==> src/rtl/multicycle_control_if.sv <==
// Control-side bundle for the multicycle datapath: instruction/zero inputs and ALU/strobe outputs.
// master = control FSM, slave = datapath/memories.
interface multicycle_control_if;
  logic [31:0] instr;
  logic        zero;
  logic [3:0]  alu_op;
  logic        alu_src;
  logic        mem_read;
  logic        mem_write;
  logic        mem_to_reg;
  logic        reg_write;
  logic        load_pc;
  logic        pc_src;
  logic [2:0]  state;

  modport master (
    input  instr, zero,
    output alu_op, alu_src, mem_read, mem_write, mem_to_reg, reg_write, load_pc, pc_src, state
  );

  modport slave (
    output instr, zero,
    input  alu_op, alu_src, mem_read, mem_write, mem_to_reg, reg_write, load_pc, pc_src, state
  );
endinterface

==> src/rtl/multicycle_control.sv <==
// Multicycle RV32I-subset control FSM: IF->ID->EX->MEM(+MEM_WAIT)->WB with datapath strobes.
// Optional feature macro: MULTICYCLE_CONTROL_BNE_EN (decode BNE as branch-on-nonzero).
module multicycle_control #(
  parameter int unsigned MEM_WAIT = 0
) (
  input  logic                 clk,
  input  logic                 rst,
  multicycle_control_if.master bus
);
  typedef enum logic [2:0] {
    S_IF  = 3'd0,
    S_ID  = 3'd1,
    S_EX  = 3'd2,
    S_MEM = 3'd3,
    S_WB  = 3'd4
  } state_t;

  typedef enum logic [2:0] {
    C_NOP = 3'd0,
    C_ALU = 3'd1,
    C_LW  = 3'd2,
    C_SW  = 3'd3,
    C_BR  = 3'd4
  } cls_t;

  localparam logic [3:0] ALU_AND  = 4'b0000;
  localparam logic [3:0] ALU_OR   = 4'b0001;
  localparam logic [3:0] ALU_ADD  = 4'b0010;
  localparam logic [3:0] ALU_SUB  = 4'b0110;
  localparam logic [3:0] ALU_LESS = 4'b0100;
  localparam logic [3:0] ALU_SRL  = 4'b1000;
  localparam logic [3:0] ALU_SLL  = 4'b1001;
  localparam logic [3:0] ALU_SRA  = 4'b1100;
  localparam logic [3:0] ALU_XOR  = 4'b0101;

  localparam logic [6:0] OP_R  = 7'b0110011;
  localparam logic [6:0] OP_I  = 7'b0010011;
  localparam logic [6:0] OP_LW = 7'b0000011;
  localparam logic [6:0] OP_SW = 7'b0100011;
  localparam logic [6:0] OP_BR = 7'b1100011;

  // Returns {supported, alu_op}; f7b selects SUB only for register-register ops.
  function automatic logic [4:0] alu_map(input logic [2:0] f3, input logic f7b, input logic is_reg);
    logic [4:0] res;
    case (f3)
      3'b000:  res = {1'b1, (is_reg && f7b) ? ALU_SUB : ALU_ADD};
      3'b111:  res = {1'b1, ALU_AND};
      3'b110:  res = {1'b1, ALU_OR};
      3'b100:  res = {1'b1, ALU_XOR};
      3'b010:  res = {1'b1, ALU_LESS};
      3'b001:  res = {1'b1, ALU_SLL};
      3'b101:  res = {1'b1, f7b ? ALU_SRA : ALU_SRL};
      default: res = {1'b0, ALU_ADD};
    endcase
    return res;
  endfunction

  state_t      r_state;
  state_t      w_next;
  logic [31:0] r_ir;
  logic        r_branch;
  logic [3:0]  r_wait_cnt;
  logic [3:0]  r_alu_op;
  logic        r_alu_src;
  cls_t        r_cls;
  logic        r_bne;

  cls_t        w_dec_cls;
  logic [3:0]  w_dec_op;
  logic        w_dec_src;
  logic        w_dec_bne;
  logic [4:0]  w_map;
  logic [6:0]  w_opcode;
  logic [2:0]  w_f3;
  logic        w_f7b;
  logic        w_unused_ir;

  assign w_opcode    = r_ir[6:0];
  assign w_f3        = r_ir[14:12];
  assign w_f7b       = r_ir[30];
  // Register/immediate fields belong to the datapath, not to control.
  assign w_unused_ir = ^{r_ir[31], r_ir[29:15], r_ir[11:7]};

  // Instruction decode from the captured instruction register.
  always_comb begin
    w_dec_cls = C_NOP;
    w_dec_op  = ALU_ADD;
    w_dec_src = 1'b0;
    w_dec_bne = 1'b0;
    w_map     = 5'd0;
    case (w_opcode)
      OP_R: begin
        w_map = alu_map(w_f3, w_f7b, 1'b1);
        if (w_map[4]) begin
          w_dec_cls = C_ALU;
          w_dec_op  = w_map[3:0];
        end else begin
          w_dec_cls = C_NOP;
        end
      end
      OP_I: begin
        w_map = alu_map(w_f3, w_f7b, 1'b0);
        if (w_map[4]) begin
          w_dec_cls = C_ALU;
          w_dec_op  = w_map[3:0];
          w_dec_src = 1'b1;
        end else begin
          w_dec_cls = C_NOP;
        end
      end
      OP_LW: begin
        w_dec_cls = C_LW;
        w_dec_src = 1'b1;
      end
      OP_SW: begin
        w_dec_cls = C_SW;
        w_dec_src = 1'b1;
      end
      OP_BR: begin
        if (w_f3 == 3'b000) begin
          w_dec_cls = C_BR;
          w_dec_op  = ALU_SUB;
`ifdef MULTICYCLE_CONTROL_BNE_EN
        end else if (w_f3 == 3'b001) begin
          w_dec_cls = C_BR;
          w_dec_op  = ALU_SUB;
          w_dec_bne = 1'b1;
`endif
        end else begin
          w_dec_cls = C_NOP;
        end
      end
      default: w_dec_cls = C_NOP;
    endcase
  end

  // Next-state: fixed sequence, MEM held while the wait counter drains.
  always_comb begin
    w_next = S_IF;
    case (r_state)
      S_IF:    w_next = S_ID;
      S_ID:    w_next = S_EX;
      S_EX:    w_next = S_MEM;
      S_MEM:   w_next = (r_wait_cnt == 4'd0) ? S_WB : S_MEM;
      S_WB:    w_next = S_IF;
      default: w_next = S_IF;
    endcase
  end

  // State register.
  always_ff @(posedge clk or negedge rst) begin
    if (!rst) begin
      r_state <= S_IF;
    end else begin
      r_state <= w_next;
    end
  end

  // Instruction register, registered decode, MEM wait counter and branch flag.
  always_ff @(posedge clk or negedge rst) begin
    if (!rst) begin
      r_ir       <= 32'd0;
      r_alu_op   <= ALU_ADD;
      r_alu_src  <= 1'b0;
      r_cls      <= C_NOP;
      r_bne      <= 1'b0;
      r_wait_cnt <= 4'd0;
      r_branch   <= 1'b0;
    end else begin
      if (r_state == S_IF) begin
        r_ir <= bus.instr;
      end
      if (r_state == S_ID) begin
        r_alu_op  <= w_dec_op;
        r_alu_src <= w_dec_src;
        r_cls     <= w_dec_cls;
        r_bne     <= w_dec_bne;
      end
      if (r_state == S_EX) begin
        r_wait_cnt <= 4'(MEM_WAIT);
      end else if (r_state == S_MEM && r_wait_cnt != 4'd0) begin
        r_wait_cnt <= r_wait_cnt - 4'd1;
      end
      if (r_state == S_IF) begin
        r_branch <= 1'b0;
      end else if (r_state == S_EX && r_cls == C_BR) begin
        r_branch <= r_bne ? ~bus.zero : bus.zero;
      end
    end
  end

  // Strobes decoded from current state and the registered instruction class.
  always_comb begin
    bus.alu_op     = r_alu_op;
    bus.alu_src    = r_alu_src;
    bus.state      = r_state;
    bus.mem_read   = (r_state == S_MEM) && (r_cls == C_LW);
    bus.mem_write  = (r_state == S_MEM) && (r_cls == C_SW);
    bus.mem_to_reg = (r_cls == C_LW) && ((r_state == S_MEM) || (r_state == S_WB));
    bus.reg_write  = (r_state == S_WB) && ((r_cls == C_ALU) || (r_cls == C_LW));
    bus.load_pc    = (r_state == S_WB);
    bus.pc_src     = (r_state == S_WB) && r_branch;
  end
endmodule
==> src/flat_wrapper.sv <==
// flat-port wrapper written by rule: the top's interface ports become plain ports
module multicycle_control_flat 
#(
  parameter int unsigned MEM_WAIT = 0
)
  (clk, rst, bus_instr, bus_zero, bus_alu_op, bus_alu_src, bus_mem_read, bus_mem_write, bus_mem_to_reg, bus_reg_write, bus_load_pc, bus_pc_src, bus_state);
  multicycle_control_if bus_i ();
  input  logic clk;
  input  logic rst;
  input wire logic [$bits(bus_i.instr)-1:0] bus_instr;
  input wire logic [$bits(bus_i.zero)-1:0] bus_zero;
  output wire logic [$bits(bus_i.alu_op)-1:0] bus_alu_op;
  output wire logic [$bits(bus_i.alu_src)-1:0] bus_alu_src;
  output wire logic [$bits(bus_i.mem_read)-1:0] bus_mem_read;
  output wire logic [$bits(bus_i.mem_write)-1:0] bus_mem_write;
  output wire logic [$bits(bus_i.mem_to_reg)-1:0] bus_mem_to_reg;
  output wire logic [$bits(bus_i.reg_write)-1:0] bus_reg_write;
  output wire logic [$bits(bus_i.load_pc)-1:0] bus_load_pc;
  output wire logic [$bits(bus_i.pc_src)-1:0] bus_pc_src;
  output wire logic [$bits(bus_i.state)-1:0] bus_state;
  assign bus_i.instr = bus_instr;
  assign bus_i.zero = bus_zero;
  assign bus_alu_op = bus_i.alu_op;
  assign bus_alu_src = bus_i.alu_src;
  assign bus_mem_read = bus_i.mem_read;
  assign bus_mem_write = bus_i.mem_write;
  assign bus_mem_to_reg = bus_i.mem_to_reg;
  assign bus_reg_write = bus_i.reg_write;
  assign bus_load_pc = bus_i.load_pc;
  assign bus_pc_src = bus_i.pc_src;
  assign bus_state = bus_i.state;
  multicycle_control #(.MEM_WAIT(MEM_WAIT)) u_core (.clk(clk), .rst(rst), .bus(bus_i));
endmodule
==> config.mk <==
export PLATFORM = sky130hd
export DESIGN_NAME = multicycle_control_flat
export DESIGN_NICKNAME = d
export VERILOG_FILES = /design/src/rtl/multicycle_control_if.sv /design/src/rtl/multicycle_control.sv /design/src/flat_wrapper.sv
export SDC_FILE = /design/constraint.sdc
export NUM_CORES = 1
export LEC_CHECK = 0
export CORE_MARGIN = 2
export CORE_UTILIZATION = 45
export CTS_CLUSTER_DIAMETER = 30
export CTS_CLUSTER_SIZE = 16
export DETAILED_ROUTE_END_ITERATION = 16
export GPL_ROUTABILITY_DRIVEN = 0
export GPL_TIMING_DRIVEN = 0
export PLACE_DENSITY_LB_ADDON = 0.25
export SLEW_MARGIN = 20
export SYNTH_ARGS = -nofsm -noshare
export SYNTH_HDL_FRONTEND = slang
export SYNTH_SLANG_ARGS = --single-unit
==> constraint.sdc <==
create_clock -name clk -period 3.92 [get_ports clk]
set_input_delay 0.784 -clock clk [delete_from_list [all_inputs] [get_ports clk]]
set_output_delay 0.784 -clock clk [all_outputs]
set_load 0.02 [all_outputs]
==> impl_metrics.yaml <==
yosys:
  syn_area_per_cell_um2: 11.0
  synthTopCellsByCount: "dfrtp_1, nor2_1, mux2_2, nand2_1, o21ai_0"
  synth_top_area_cell: "dfrtp_1"
  synth_ff_type: "dfrtp_1"
  synth-edff-count: 0
  synth_cell_type_count: 43
  synth_cells: 125
  yosysMostFrequentCell: "dfrtp_1"
  synth_area_um2: 1370
  yosys-top-cells-area: "dfrtp_1, mux2_2, o21ai_0"
  ys_ff_latch: 27
  synth_nets: 161
  synthArstFlopShare_pct: 100
  yosys_warnings: 0
  yosysTopAreaCellShare_pct: 47.4
  ys_seq_area_share_pct: 49.4
timing:
  fin_setup_tns_ps: 0
  hold_viol_final: 0
  setup_viol_count_final: 0
  clock.fmax_ghz: 0.342
  rsz0062_at_grt: "no"
  fin_crit_sh_pct: 74.5
  finalMaxSlewViolations: 0
  worstMarginPinSlew_ps: 600
  relSlewSlack_pct: 60.0
  fin_crit_ps: 2920
  whs_ps: 432
  finClkSkew_ps: 12.7
  setup_ws_ps: 998
worst_setup_path:
  worstPathArrival_ps: 2140
  worst_path_largest_cell_delay_ps: 630
  worst-path-buf-inv: 2
  cp-end-kind: "primary output"
  critical_path_class: "reg -> out"
  critical_path.cell_chain: "buf_4, nor2_1, nand2_1, nor3_1, clkdlybuf4s50_1"
  crit_required_ps: 3140
  worst_path_max_delay_cell: "clkdlybuf4s50_1"
  cp-start-kind: "flip-flop"
  crit_fanout: 10
  critical-path-top-delay-family: "buffers and inverters"
drt:
  routed-via-count: 1037
  ant_nets: 0
  wl_met2_mm: 1.30
  wirelength_mm: 2.71
  met1Wirelength_mm: 1.25
  met3_wirelength_um: 123
  dr.pass1.iters: 4
  drc: 0
  via_per_inst: 5.49
  routed.top_layer: "met4"
  drtIter0Drc: 38
  post_drt_wl_per_cell_um: 14.4
global_route:
  grtUsageTotal_pct: 17.7
  grt_max_degree: 28
  grt_overflow: 0
  antenna_found_initial: 0
  grt_pass1_vias: 1013
  grt_pass1_wl_mm: 4.60
clock_tree:
  cts_setup_buffers: 0
  clk_latency_ps: 330
  cts_resized: 0
  root_buffer: "clkbuf_4"
  clkTransAtPathRegs_ps: 150
  htree_num_levels: 1
  cts_made_buffers: 3
  clock_sinks: 27
  cts_tree: "built"
  cts_hold_buf: 0
  clockBufferDepth: 2
floorplan:
  die_h_um: 59.2
  die_area_um2: 3500
  core_um2: 2980
  start_util_pct: 46.1
  row_count: 20
  fp.dieW_um: 59.2
  pin_count: 49
status:
  outcome: "finished clean"
placement:
  port_buffers: 27
  place_hpwl_mm: 2.02
  pre_cts_slack_ps: 1390
pwr:
  leakagePower_nw: 0.725
  power.total_w: 0.000452
  ir_drop_mv: 0.142
  p_per_area_nw_per_um2: 265
final_layout:
  fin_nets: 193
  final_layout_size_suffix_gt1_share_pct: 20.5
  area_delta_synth_final_pct: 24.4
  fillers: 270
  n_antenna_cell: 0
hold_path:
  worstHoldPathType: "in -> async"
job:
  max-cap-violations: 0
## sequential cells by signal (all words and copies together) (netlist names)
signal	count
u_core.r_ir	11
u_core.bus.alu_op	4
u_core.r_wait_cnt	4
u_core.bus.state	3
u_core.r_cls	3
u_core.bus.alu_src	1
u_core.r_branch	1
## power breakdown
part	internal, W	switching (W)	total [W]
sequential	0.000285	0.00000582	0.000291
combinational	0.0000229	0.0000161	0.0000389
clock	0.0000383	0.0000836	0.000122
## worst reg2reg max path, cell delays in order (launching register included)
cell,delay [ps]
dfrtp_1,440
inv_1,70
ha_1,190
or3b_1,410
nand3_1,160
o21ai_0,100
## through the flow
step / cell area (um2) / std cells / util (%)
after floorplan: 1370 / 125 / -
after global placement: 1680 / 185 / 56.5
after detailed placement: 1680 / 185 / 56.3
after CTS: 1710 / 189 / 57.3
after global routing: 1710 / 189 / 57.3
final: 1710 / 189 / 57.3
## per-layer routing
| layer | up-vias | track usage (%) |
|---|---|---|
| met2 | 29 | 28.3 |
| met4 | 0 | 9.42 |
| met1 | 501 | 23.2 |
| met3 | 4 | 2.40 |
| li1 | 503 | - |
| met5 | - | 0 |
## layout make-up
cell class              instances  area [um2]  share of cell area [%]
clock buffers                   3        22.5                    1.32
repair buffers                 27         265                    15.6
clock inverters                 1        5.00                   0.293
well taps                      33        41.3                    2.42
inverters                       6        23.8                    1.39
multi-input cells              86         614                    36.0
plain buffers                   6        56.3                    3.30
flip-flops and latches         27         677                    39.7
## kinds of logic after synthesis
logic type,after synthesis,synth area share [%]
fa+ha+maj,1,0.912
flops,27,49.4
buf+inv,12,5.84
mux,12,9.76
simple gates,43,19.6
xor+xnor,2,1.28
compound gates,28,13.2
## worst paths after layout
kind,slack (ps),start,cells after the start,to
max,1000,u_core.bus.state[0],5,bus_reg_write
min,430,rst,1,u_core.r_cls[1]
max reg2reg,2450,u_core.r_wait_cnt[0],5,u_core.r_wait_cnt[3]
min reg2reg,500,u_core.bus.alu_op[1],2,u_core.bus.alu_op[1]
max in group asynchronous,3080,rst,1,u_core.r_wait_cnt[1]
min in group clk,500,u_core.bus.alu_op[1],2,u_core.bus.alu_op[1]
## cell usage in the layout (no fill, tap or decap), types with 2 or more instances in the layout
master and n:
nand2_1 11, inv_1 4, nor3_1 3, clkbuf_4 3, nor2_1 12, buf_4 3, clkinv_2 2, mux2_2 11
buf_6 3, clkdlybuf4s50_1 26, a22o_1 2, nand3b_1 2, o21ai_0 10, o31ai_1 2, and3_1 2, dfrtp_1 26
a21oi_1 5
Power figures use the tool's default switching activity.
